$ cat src/rtl/classify_sequencer.sv
// Request/response sequencer that starts one network run per request and captures the class/balance after a fixed wait.
// Optional CLASSIFY_SEQ_CLASS_CHECK_EN maps net_class 00/11 at capture to the error code 11.
module classify_sequencer #(
    parameter int WIDTH      = 8,
    parameter int HEIGHT     = 7,
    parameter int SETTLE     = 2,
    parameter int RUN_CYCLES = HEIGHT * (2 ** (WIDTH + 2)),
    parameter int BAL_W      = $clog2(HEIGHT * (2 ** WIDTH - 1) + 1)
) (
    input  logic              clk,
    input  logic              rst_n,
    input  logic              req_valid,
    output logic              req_ready,
    input  logic [HEIGHT-1:0] req_pixels,
    output logic [HEIGHT-1:0] net_pixels,
    output logic              net_start,
    input  logic [1:0]        net_class,
    input  logic [BAL_W-1:0]  net_balance,
    output logic              rsp_valid,
    input  logic              rsp_ready,
    output logic [1:0]        rsp_class,
    output logic [BAL_W-1:0]  rsp_balance,
    output logic              busy
);
    // Handshakes: a transfer happens on a rising edge where valid and ready are both high;
    // req_ready is only high in IDLE, rsp_valid is only high in RESP and holds until rsp_ready.
    localparam int WAIT  = RUN_CYCLES + SETTLE;
    localparam int CNT_W = $clog2(WAIT + 1);
    localparam logic [CNT_W-1:0] CNT_LAST = CNT_W'(WAIT - 1);

    localparam logic [1:0] ST_IDLE  = 2'd0;
    localparam logic [1:0] ST_START = 2'd1;
    localparam logic [1:0] ST_RUN   = 2'd2;
    localparam logic [1:0] ST_RESP  = 2'd3;

    logic [1:0]       state;
    logic [1:0]       next_state;
    logic [CNT_W-1:0] cnt;
    logic             accept;
    logic             capture;
    logic             rsp_done;
    logic [1:0]       cap_class;

    assign accept   = req_valid && req_ready;
    assign capture  = (state == ST_RUN) && (cnt == CNT_LAST);
    assign rsp_done = rsp_valid && rsp_ready;

`ifdef CLASSIFY_SEQ_CLASS_CHECK_EN
    assign cap_class = ((net_class == 2'b00) || (net_class == 2'b11)) ? 2'b11 : net_class;
`else
    assign cap_class = net_class;
`endif

    always_comb begin
        next_state = state;
        case (state)
            ST_IDLE:  if (accept)   next_state = ST_START;
            ST_START: next_state = ST_RUN;
            ST_RUN:   if (capture)  next_state = ST_RESP;
            ST_RESP:  if (rsp_done) next_state = ST_IDLE;
            default:  next_state = ST_IDLE;
        endcase
    end

    // Flag outputs are registered from next_state so they never glitch on multi-bit state changes.
    always_ff @(posedge clk or negedge rst_n) begin
        if (!rst_n) begin
            state     <= ST_IDLE;
            req_ready <= 1'b0;
            net_start <= 1'b0;
            busy      <= 1'b0;
        end else begin
            state     <= next_state;
            req_ready <= (next_state == ST_IDLE);
            net_start <= (next_state == ST_START);
            busy      <= (next_state != ST_IDLE);
        end
    end

    // Counter stops at WAIT-1, so it cannot wrap.
    always_ff @(posedge clk or negedge rst_n) begin
        if (!rst_n) begin
            cnt <= '0;
        end else if (state == ST_RUN) begin
            if (!capture) cnt <= cnt + 1'b1;
        end else begin
            cnt <= '0;
        end
    end

    always_ff @(posedge clk or negedge rst_n) begin
        if (!rst_n) begin
            net_pixels <= '0;
        end else if (accept) begin
            net_pixels <= req_pixels;
        end
    end

    always_ff @(posedge clk or negedge rst_n) begin
        if (!rst_n) begin
            rsp_valid   <= 1'b0;
            rsp_class   <= 2'b00;
            rsp_balance <= '0;
        end else if (capture) begin
            rsp_valid   <= 1'b1;
            rsp_class   <= cap_class;
            rsp_balance <= net_balance;
        end else if (rsp_done) begin
            rsp_valid   <= 1'b0;
        end
    end
endmodule

$ cat config.mk
export PLATFORM = sky130hd
export DESIGN_NAME = classify_sequencer
export DESIGN_NICKNAME = d
export VERILOG_FILES = /design/src/rtl/classify_sequencer.sv
export SDC_FILE = /design/constraint.sdc
export NUM_CORES = 1
export LEC_CHECK = 0
export ABC_AREA = 1
export BUFFER_PORTS_ARGS = -buffer_cell sky130_fd_sc_hd__buf_4
export CORE_MARGIN = 2
export CORE_UTILIZATION = 47
export CTS_BUF_LIST = sky130_fd_sc_hd__clkbuf_16
export CTS_CLUSTER_DIAMETER = 30
export CTS_CLUSTER_SIZE = 12
export DETAILED_ROUTE_END_ITERATION = 7
export GPL_TIMING_DRIVEN = 0
export PLACE_DENSITY = 0.75
export SLEW_MARGIN = 25
export SYNTH_ARGS = -nofsm -noshare
export SYNTH_HDL_FRONTEND = slang
export SYNTH_SLANG_ARGS = --single-unit
$ cat constraint.sdc
create_clock -name clk -period 1.2 [get_ports clk]
set_input_delay 0.06 -clock clk [delete_from_list [all_inputs] [get_ports clk]]
set_output_delay 0.06 -clock clk [all_outputs]
set_load 0.005 [all_outputs]
==> results of run 1 <==
-- power breakdown --
part           switching [mW]  internal, mW
Combinational           0.973         0.932
Clock                   0.511         0.758
Sequential              0.153          1.55
-- flip-flops by register name (all words and copies together) (netlist names) --
name         flops
rsp_balance     11
rsp_valid        1
cnt             13
state            2
busy             1
rsp_class        2
req_ready        1
net_pixels       7
net_start        1
-- per-layer routing --
layer	vias up	share of wire (%)	GRT usage, %
li1	828	-	-
met3	20	5.9	6.30
met4	0	3.9	12.2
met1	872	40	28.2
met2	86	50	39.1
met5	-	0	0
-- what timing repair did --
action                                  CTS  global route
cloned                                    2             1
hold endpoints to repair                 40             0
hold buffers                              2             0
gates resized for setup                  29            29
pin swaps                                 7            13
endpoints found under the setup margin   28            30
buffers inserted                         21             8
-- layout by cell type, fill, tap and decap left out, drive strengths merged --
master / n
nand4: 18
or2: 1
nor3: 2
o21ai: 3
inv: 18
clkinv: 2
mux2: 7
ha: 2
clkinvlp: 1
nand3: 14
xor2: 1
xnor2: 1
a21oi: 5
clkbuf: 6
nor2: 27
dlygate4sd3: 2
nand2: 57
buf: 83
dfrtp: 39
-- per-stage QoR --
stage,std cells,util [%]
final,337,78.0
after global routing,337,78.0
after global placement,295,60.6
after CTS,328,72.8
after floorplan,200,-
after detailed placement,295,60.6
-- worst max-delay path by stage --
stage | from | endpoint | slack (ps) | depth (start not counted)
after global placement | cnt[1] | rsp_balance[5] | -230 | 8
final | cnt[1] | cnt[1] | -170 | 8
after global routing | cnt[5] | cnt[1] | -240 | 7
after detailed placement | cnt[3] | rsp_balance[3] | -270 | 6
after CTS | cnt[1] | rsp_balance[0] | -150 | 8
after floorplan | cnt[3] | rsp_balance[0] | -110 | 6
-- worst max-delay path, delay by kind of cell (launching register included) --
kind	cells	cell delay [ps]
adder cells (fa/ha/maj)	1	150
AND/OR/NAND/NOR	4	380
buffers and inverters	3	360
flip-flops	1	400
-- area by class of cell --
cell class              count  area, µm²  share of cell area [%]
plain buffers               5       50.0                    1.75
clock buffers               5        125                    4.38
clock inverters             3       16.3                   0.570
inverters                  18       72.6                    2.54
multi-input cells         138        891                    31.2
flip-flops and latches     39        977                    34.2
well taps                  48       60.1                    2.10
repair buffers             81        662                    23.2
-- kinds of logic after synthesis --
family / synth area share (%)
and+or+nand+nor: 31.0
DFF: 54.1
buffers and inverters: 5.76
AOI/OAI and AO/OA: 2.43
muxes: 4.37
xor gates and xnor gates: 0.972
adders and majority gates: 1.39
==> impl_metrics.env, run 1 <==
export IMPL_antenna_left=0
export IMPL_syn_area_mm2=0.00180
export IMPL_synth_distinct_cells=24
export IMPL_hold_path_class="input port to flop"
export IMPL_period_share_pct=115
export IMPL_dp_hpwl_mm=2.58
export IMPL_timing_slew_headroom_pct=67.4
export IMPL_gp_congestion=0.865
export IMPL_drtIter0Drc=175
export IMPL_reg2regPathDepth=8
export IMPL_hold_start="req_pixels[6]"
export IMPL_slowest_delay_ps=400
export IMPL_clk_pin_slew_ps=60
export IMPL_cts_buffer_depth=2
export IMPL_drv_slew=0
export IMPL_setup_violations=24
export IMPL_ys_ff_latch=39
export IMPL_cp_arrival_ps=1590
export IMPL_tns_ps=-2250
export IMPL_drt_total_wl_mm=5.32
export IMPL_synthTopCellsByArea="dfrtp_1 (54%), nand2_1 (12%), nand4_1 (6.2%)"
export IMPL_yosysSeqAreaShare_pct=54.1
export IMPL_cts_tree="yes"
export IMPL_hold_ws_ps=9.61
export IMPL_syn_nets=226
export IMPL_die_y_um=65.9
export IMPL_worstReg2RegEnd="cnt[1]"
export IMPL_crit_fanout=5
export IMPL_post_place_ws_ps=-269
export IMPL_vdd_ir_drop_max_mv=0.899
export IMPL_worst_r2r_setup_slack_ps=-170
export IMPL_end_kind="flop"
export IMPL_drv_cap=0
export IMPL_via_per_inst=5.36
export IMPL_stdcell_area_mm2=0.00285
export IMPL_yosysWarnings=0
export IMPL_hold_depth=2
export IMPL_path_class="flop to flop"
export IMPL_netlist_instances=200
export IMPL_path_common_cell="buf_4"
export IMPL_drc_errors=0
export IMPL_num_vias=1806
export IMPL_holdPathEnd="net_pixels[6]"
export IMPL_power_per_cell_area_mw_per_mm2=1710
export IMPL_max_freq_ghz=0.727
export IMPL_violations="setup timing"
export IMPL_gr_total_overflow=0
export IMPL_antenna_found_initial=0
export IMPL_synth_top_area_cell="dfrtp_1"
export IMPL_p_leak_nw=1.35
export IMPL_firstDrtPassIters=5
export IMPL_numClockSinks=39
export IMPL_area_growth_pct=58.3
export IMPL_start_kind="flop"
export IMPL_io_pins=48
export IMPL_async_flop_share_pct=100
export IMPL_fin_ws_ps=-175
export IMPL_grt_max_degree=40
export IMPL_hold_viol=0
export IMPL_h_tree_depth=2
export IMPL_groute_usage_overall_pct=23.6
export IMPL_dpl_cell_area_mm2=0.00222
export IMPL_yosysMostFrequentCell="nand2_1"
export IMPL_wl_per_cell_um=15.8
export IMPL_synth_edf_count=0
export IMPL_dieArea_mm2=0.00435
export IMPL_regToRegStartpoint="cnt[1]"
export IMPL_fin_skew_ps=6.98
export IMPL_synth_top_cell_area_share_pct=54.1
export IMPL_synth_common_cells="nand2_1 (56), dfrtp_1 (39), nor2_1 (24)"
export IMPL_p_total_mw=4.88
export IMPL_root_buffer="clkbuf_16"
export IMPL_cpMaxStageDelayCell="dfrtp_1"
export IMPL_numPortBuffers=47
export IMPL_syn_area_per_cell_um2=9.01
export IMPL_rsz0062_at_grt="true"
export IMPL_cp_cell_sequence="inv_2, ha_4, nand2_4, nor2_8, buf_4, buf_4, nand4_1, nand2_1"
export IMPL_start_util_pct=49.2
export IMPL_n_antenna_cell=0
export IMPL_ys_flop_type="dfrtp_1"
export IMPL_grt_pass1_wl_mm=7.81
export IMPL_outcome="finished with violations"
export IMPL_required_ps=1420
export IMPL_die_w_um=65.9
export IMPL_grt_pass1_vias=1770
export IMPL_nFillCells=219
export IMPL_core_mm2=0.00366
export IMPL_cts_made_buffers=5
export IMPL_insertion_delay_ps=280
export IMPL_min_period_ps=1370
export IMPL_std_cell_rows=22
export IMPL_worst_slew_pin_slew_ps=490
export IMPL_drive_above_1_share_pct=48.1
export IMPL_nets=314
(Power assumes the default switching activity.)
==> inputs of run 2 (changes only) <==
- HOLD_SLACK_MARGIN: unset -> 0.08
==> impl_metrics.env, run 2 (synthesis gave the netlist of run 1 again) <==
export IMPL_outcome="finished with violations"
export IMPL_violations="setup timing"
export IMPL_clk_pin_slew_ps=60
export IMPL_largest_reg_flops=13
export IMPL_setup_violations=28
export IMPL_cts_made_buffers=5
export IMPL_hold_path_class="input port to flop"
export IMPL_hold_start="req_valid"
export IMPL_hold_viol=0
export IMPL_via_per_inst=5.39
export IMPL_end_kind="flop"
export IMPL_reg2regPathDepth=8
export IMPL_period_share_pct=115
export IMPL_grt_pass1_wl_mm=8.34
export IMPL_worst_slew_pin_slew_ps=483
export IMPL_die_y_um=65.9
export IMPL_drc_errors=0
export IMPL_pwr_share_seq_pct=34.3
export IMPL_gp_congestion=0.865
export IMPL_numClockSinks=39
export IMPL_worst_r2r_setup_slack_ps=-180
export IMPL_drt_total_wl_mm=5.90
export IMPL_drtIter0Drc=118
export IMPL_power_per_cell_area_mw_per_mm2=1640
export IMPL_insertion_delay_ps=280
export IMPL_dp_hpwl_mm=2.58
export IMPL_p_leak_nw=1.42
export IMPL_p_comb_share_pct=40.3
export IMPL_io_pins=48
export IMPL_start_kind="flop"
export IMPL_cts_tree="yes"
export IMPL_timing_slew_headroom_pct=67.8
export IMPL_die_w_um=65.9
export IMPL_wl_per_cell_um=16.6
export IMPL_clkPwrFrac_pct=25.4
export IMPL_min_period_ps=1380
export IMPL_holdPathEnd="net_start"
export IMPL_drv_slew=0
export IMPL_fin_skew_ps=7.70
export IMPL_gr_total_overflow=0
export IMPL_numPortBuffers=47
export IMPL_path_class="flop to flop"
export IMPL_area_growth_pct=68.8
export IMPL_antenna_found_initial=0
export IMPL_regToRegStartpoint="cnt[1]"
export IMPL_drive_above_1_share_pct=43.8
export IMPL_cts_buffer_depth=2
export IMPL_p_int_mw=3.31
export IMPL_max_freq_ghz=0.724
export IMPL_sw_frac_of_total_pct=33.8
export IMPL_firstDrtPassIters=4
export IMPL_p_sw_mw=1.69
export IMPL_num_vias=1919
export IMPL_groute_usage_overall_pct=25.5
export IMPL_grt_max_degree=40
export IMPL_fin_ws_ps=-182
export IMPL_hold_depth=3
export IMPL_layout_common_cells="buf_4 (69), nand2_1 (44), dfrtp_1 (38)"
export IMPL_grt_pass1_vias=1878
export IMPL_required_ps=1420
export IMPL_root_buffer="clkbuf_16"
export IMPL_core_mm2=0.00366
export IMPL_layout_commonest_cell="buf_4"
export IMPL_vdd_ir_drop_max_mv=0.943
export IMPL_crit_fanout=5
export IMPL_reg_largest_list="cnt: 13 flops, rsp_balance: 11 flops, net_pixels: 7 flops"
export IMPL_largest_register="cnt"
export IMPL_dieArea_mm2=0.00435
export IMPL_n_antenna_cell=0
export IMPL_start_util_pct=49.2
export IMPL_worstReg2RegEnd="cnt[1]"
export IMPL_cp_arrival_ps=1600
export IMPL_hold_ws_ps=131
export IMPL_rsz0062_at_grt="true"
export IMPL_h_tree_depth=2
export IMPL_drv_cap=0
export IMPL_nets=333
export IMPL_antenna_left=0
export IMPL_std_cell_rows=22
export IMPL_tns_ps=-2710
==> run 2: how the worst max path moves through the flow <==
stage	start	end	slack (ps)	depth (start not counted)
global route	cnt[1]	cnt[1]	-230	8
CTS	cnt[1]	rsp_balance[0]	-150	8
floorplan	cnt[3]	rsp_balance[0]	-110	6
global placement	cnt[1]	rsp_balance[5]	-230	8
detailed placement	cnt[3]	rsp_balance[3]	-270	6
finish	cnt[1]	cnt[1]	-180	8
==> run 2: final cells by class <==
type,count,area [µm²]
Fill cell,183,618
Clock inverter,3,16.3
Buffer,5,52.6
Sequential cell,39,977
Inverter,18,72.6
Multi-Input combinational cell,138,873
Tap cell,48,60.1
Clock buffer,5,125
Timing Repair Buffer,100,866
==> run 2: per-stage QoR <==
stage,instance area [µm²],power [mW],worst slack (ps),cells,utilization (%)
4_1_cts,2870,4.57,-145,348,78.3
5_1_grt,3040,5.24,-234,356,83.1
6_report,3040,5.00,-182,356,83.1
3_3_place_gp,2220,2.95,-231,295,60.6
3_5_place_dp,2220,2.98,-269,295,60.6
2_1_floorplan,1810,2.45,-110,200,-
==> run 2: critical path, cell delays in order, from the launching register on <==
cell and delay (ps):
dfrtp_1 400, inv_2 100, ha_4 150, nand2_4 60, nor2_8 120, buf_6 130
buf_4 140, nand4_1 130, nand2_2 90
==> run 2: what timing repair did <==
| item | in CTS | in global routing |
|---|---|---|
| endpoints found under the hold margin | 60 | 0 |
| hold buffers | 22 | 0 |
| gates cloned | 2 | 1 |
| gates resized for setup | 29 | 29 |
| buffers inserted | 21 | 7 |
| setup endpoints to repair | 28 | 34 |
| pin swaps | 7 | 20 |
==> run 2: power groups by stage <==
stage	clock [mW]	sequential [mW]	combinational, mW
3_5_place_dp	0	1.73	1.25
5_1_grt	1.34	1.73	2.17
4_1_cts	1.27	1.68	1.63
3_3_place_gp	0	1.72	1.23
2_1_floorplan	0	1.72	0.731
6_report	1.27	1.71	2.01
==> run 2: metal layers <==
layer  vias to the layer above  GRT usage [%]  share of wire [%]
li1                        868              -                  -
met2                       114           45.2                 51
met3                        31           6.64                7.3
met5                         -              0                  0
met4                         0           11.2                4.8
met1                       906           28.6                 37
